===== src/rtl/fs_serial_sub.sv =====
// Bit-serial subtractor: DIFF = A - B - BIN, LSB first, one full-subtractor cell and a registered borrow.
// Optional signed-overflow output is enabled by defining FS_SERIAL_OVF_EN.
module fs_serial_sub #(
   parameter int unsigned WIDTH = 8
) (
   input  logic             clk,
   input  logic             rst,
   input  logic             start,
   input  logic [WIDTH-1:0] a,
   input  logic [WIDTH-1:0] b,
   input  logic             bin,
   output logic             busy,
   output logic             done,
   output logic [WIDTH-1:0] diff,
   output logic             bout
`ifdef FS_SERIAL_OVF_EN
   ,
   output logic             ovf
`endif
);

   localparam int unsigned CW = (WIDTH > 1) ? $clog2(WIDTH) : 1;

   typedef enum logic [1:0] {
      IDLE,
      RUN,
      DONE
   } state_t;

   state_t           state, state_nxt;
   logic [WIDTH-1:0] sa, sb, diff_nxt;
   logic [CW-1:0]    cnt;
   logic             br, br_nxt, d, ai, bi, accept, last;

   assign ai     = sa[0];
   assign bi     = sb[0];
   assign d      = ai ^ bi ^ br;
   assign br_nxt = (~ai & bi) | (~(ai ^ bi) & br);
   assign last   = (cnt == CW'(WIDTH - 1));

   // New result bit enters at the MSB; for WIDTH=1 the register is just that bit.
   generate
      if (WIDTH == 1) begin : g_w1
         assign diff_nxt = d;
      end else begin : g_wn
         assign diff_nxt = {d, diff[WIDTH-1:1]};
      end
   endgenerate

   always_ff @(posedge clk) begin
      if (rst) state <= IDLE;
      else     state <= state_nxt;
   end

   always_comb begin
      state_nxt = state;
      busy      = 1'b0;
      done      = 1'b0;
      accept    = 1'b0;
      case (state)
         IDLE: begin
            accept = start;
            if (start) state_nxt = RUN;
         end
         RUN: begin
            busy = 1'b1;
            if (last) state_nxt = DONE;
         end
         DONE: begin
            done   = 1'b1;
            accept = start;
            state_nxt = start ? RUN : IDLE;
         end
         default: state_nxt = IDLE;
      endcase
   end

   // Final borrow is registered on the last RUN edge so it is valid in the DONE cycle.
   always_ff @(posedge clk) begin
      if (rst) begin
         sa   <= '0;
         sb   <= '0;
         br   <= 1'b0;
         cnt  <= '0;
         diff <= '0;
         bout <= 1'b0;
`ifdef FS_SERIAL_OVF_EN
         ovf  <= 1'b0;
`endif
      end else if (accept) begin
         sa  <= a;
         sb  <= b;
         br  <= bin;
         cnt <= '0;
      end else if (busy) begin
         sa   <= sa >> 1;
         sb   <= sb >> 1;
         br   <= br_nxt;
         diff <= diff_nxt;
         cnt  <= cnt + CW'(1);
         if (last) begin
            bout <= br_nxt;
`ifdef FS_SERIAL_OVF_EN
            ovf  <= br ^ br_nxt;
`endif
         end
      end
   end

endmodule

===== config.mk =====
export PLATFORM = sky130hd
export DESIGN_NAME = fs_serial_sub
export DESIGN_NICKNAME = d
export VERILOG_FILES = /design/src/rtl/fs_serial_sub.sv
export SDC_FILE = /design/constraint.sdc
export NUM_CORES = 1
export LEC_CHECK = 0
export CAP_MARGIN = 20
export CORE_MARGIN = 5
export CORE_UTILIZATION = 50
export DETAILED_ROUTE_END_ITERATION = 10
export GPL_ROUTABILITY_DRIVEN = 1
export GPL_TIMING_DRIVEN = 0
export PLACE_DENSITY = 0.92
export RECOVER_POWER = 50
export SLEW_MARGIN = 30
export SYNTH_ARGS = -nofsm -noshare
export SYNTH_HDL_FRONTEND = slang
export SYNTH_SLANG_ARGS = --single-unit

===== constraint.sdc =====
create_clock -name clk -period 3.36 [get_ports clk]
set_input_delay 0.336 -clock clk [delete_from_list [all_inputs] [get_ports clk]]
set_output_delay 0.336 -clock clk [all_outputs]
set_load 0.05 [all_outputs]

==> impl_metrics.yaml <==
sta:
  worst_pin_slew_ns: 0.540
  finalCritPeriodShare: 0.772
  fin_hold_ws_ns: 0.462
  fmax_mhz: 385
  setup_viol: 0
  relSlewSlack: 0.640
  hold_viol: 0
  rsz0062_at_grt: "false"
  setup_slack_ns: 0.765
  slew_viol_final: 0
  period_minus_slack_ns: 2.59
  worst_clock_skew_ns: 0.0149
  tns_ns: 0
worst_setup_path:
  path_cells: "nand2b_1, clkbuf_1, inv_4, buf_12, buf_6, clkdlybuf4s50_1"
  endpoint_kind: "output port"
  startpoint_type: "flop"
  reg2reg_to: "sa[4]"
  worstSetupPathType: "reg -> out"
  critPathTopFamily: "buffers and inverters"
  cp-startpoint: "state[1]"
  rr_worst_depth: 6
  cp_slowest_cell: "clkdlybuf4s50_1"
  reg2reg_slack_ns: 1.69
  cp.required_ns: 3.02
  worstSetupEndpoint: "busy"
  max_stage_delay_ns: 0.81
  critPathMaxFanout: 10
  critPathArrivalTime_ns: 2.26
  crit_buf_inv: 5
  critical_path_cell_count: 6
  r2r_start: "state[1]"
placement:
  dp_cells: 201
  numPortBuffers: 30
  place_area_um2: 1620
  place_congestion: 0.796
  place_hpwl_um: 2230
  post-place-ws_ns: 1.31
floorplanning:
  die_y_um: 60.7
  die_area_um2: 3680
  core_um2: 2480
  die_x_um: 60.7
  rows: 18
  start_util: 0.518
  io-pin-count: 31
logic_synthesis:
  synth_edf_count: 0
  ys_ff_latch: 31
  synth_area_um2: 1280
  synth.most_common_cell: "dfxtp_1"
  synthFlopType: "dfxtp_1"
  ys_async_sr_fraction: 0
  syn_area_per_cell_um2: 9.10
  synth_top_area_share: 0.483
  yosysSeqAreaShare: 0.483
  synth_area_leaders: "dfxtp_1 (48%), nor3_1 (8.6%), nand2_1 (5.8%)"
  ys_types: 27
  netlist_instances: 141
  ys_top_cells_by_count: "dfxtp_1 (31), nor3_1 (22), nand2_1 (20)"
  yosysTopAreaCell: "dfxtp_1"
  ys_warn_count: 0
  syn_nets: 164
cells_and_area:
  final_util: 0.664
  num-nets-final: 201
  syn2layout_area_growth_pct: 28.2
  num_antenna_cells: 0
  layout-drive-gt1-share: 0.0950
  instances_no_fill: 209
  design_area_um2: 1650
power:
  ir_drop_v: 0.000337
  pwr_density_cell_nw_per_um2: 456
  leakage_nw: 0.590
  finalPower_mw: 0.750
grt:
  antenna_found_initial: 0
  first_global_vias: 1131
  grt-ovfl-total: 0
  grt_start_max_net_pins: 11
  grt_usage: 0.191
  grt_first_pass_wirelength_um: 4970
detailed_routing:
  wl_met3_um: 142
  wl_um: 3100
  highest-signal-layer: "met4"
  vias_per_cell: 5.59
  wl_per_cell_um: 14.8
  drt_pass1_iterations: 4
  drtIter0Drc: 52
  met2_length_um: 1590
  drcViolationCount: 0
  wl_met1_um: 1300
  vias: 1169
  drtAntennaViolNets: 0
clocking:
  tritoncts: "done"
  cts-resized-gates: 0
  clkSinkCount: 31
  cts_buffers: 5
  cts_root_buf: "clkbuf_4"
  clock_path_buffers: 2
  clk_pin_slew_ns: 0.10
  clk_latency_ns: 0.34
  postCtsSetupRepairBufs: 0
  holdBufCountCts: 0
  htreeDepth: 2
job:
  maxCapViolations: 0
min_path:
  hold_class: "reg -> reg"
outcome:
  status: "complete, no violations"
==> kinds of logic after synthesis <==
logic type	after synthesis	share of synthesized area
simple gates	56	0.201
compound gates	31	0.169
flops	31	0.483
buf+inv	16	0.0819
mux	3	0.0234
fa+ha+maj	3	0.0351
xor+xnor	1	0.00682
==> tightest hold or removal path, cell delays in order, from the launching register on <==
cell and delay (ns):
dfxtp_1 0.32, nand2_1 0.05, a21oi_1 0.05
==> placed cells by master (no fill, tap or decap), types with 2 or more instances in the layout <==
cell type / instances
nand2b_1: 2
dfxtp_1: 31
clkdlybuf4s50_1: 30
nand2_2: 2
buf_2: 4
nor3_1: 22
clkbuf_1: 9
clkbuf_4: 5
ha_1: 2
a22oi_1: 2
nand3_1: 4
a311oi_1: 3
nor2_1: 4
mux2i_1: 3
nand2_1: 20
nor2b_1: 2
inv_1: 2
a21oi_1: 12
o22ai_1: 10
==> worst min path at each step <==
stage / from / to / slack (ns) / cells after the start
global route: diff[4] / diff[3] / 0.50 / 2
floorplan: rst / sb[0] / 0.41 / 1
global placement: diff[0] / diff[0] / 0.45 / 2
finish: diff[0] / diff[0] / 0.46 / 2
CTS: diff[0] / diff[0] / 0.46 / 2
detailed placement: diff[0] / diff[0] / 0.45 / 2
==> final cells by class <==
class / instances / area, µm²
Fill cell: 201 / 832
Sequential cell: 31 / 621
Multi-Input combinational cell: 94 / 546
Timing Repair Buffer: 30 / 300
Buffer: 13 / 77.6
Clock buffer: 7 / 45.0
Tap cell: 30 / 37.5
Inverter: 3 / 13.8
Clock inverter: 1 / 5.00
==> routing by layer <==
layer	vias up	global-route usage
li1	572	-
met1	554	0.217
met2	35	0.302
met3	8	0.0766
met4	0	0.108
met5	-	0
==> report_power, final <==
| group | total, mW | switching [mW] | internal, mW |
|---|---|---|---|
| clock | 0.208 | 0.127 | 0.0814 |
| combinational | 0.138 | 0.0739 | 0.0640 |
| sequential | 0.403 | 0.0135 | 0.390 |
| total | 0.750 | 0.214 | 0.535 |
==> sequential cells by signal, indices dropped and copies added (netlist names) <==
name,cells
bout,1
br,1
diff,8
cnt,3
state,2
sb,8
sa,8
Power figures use the tool's default switching activity.
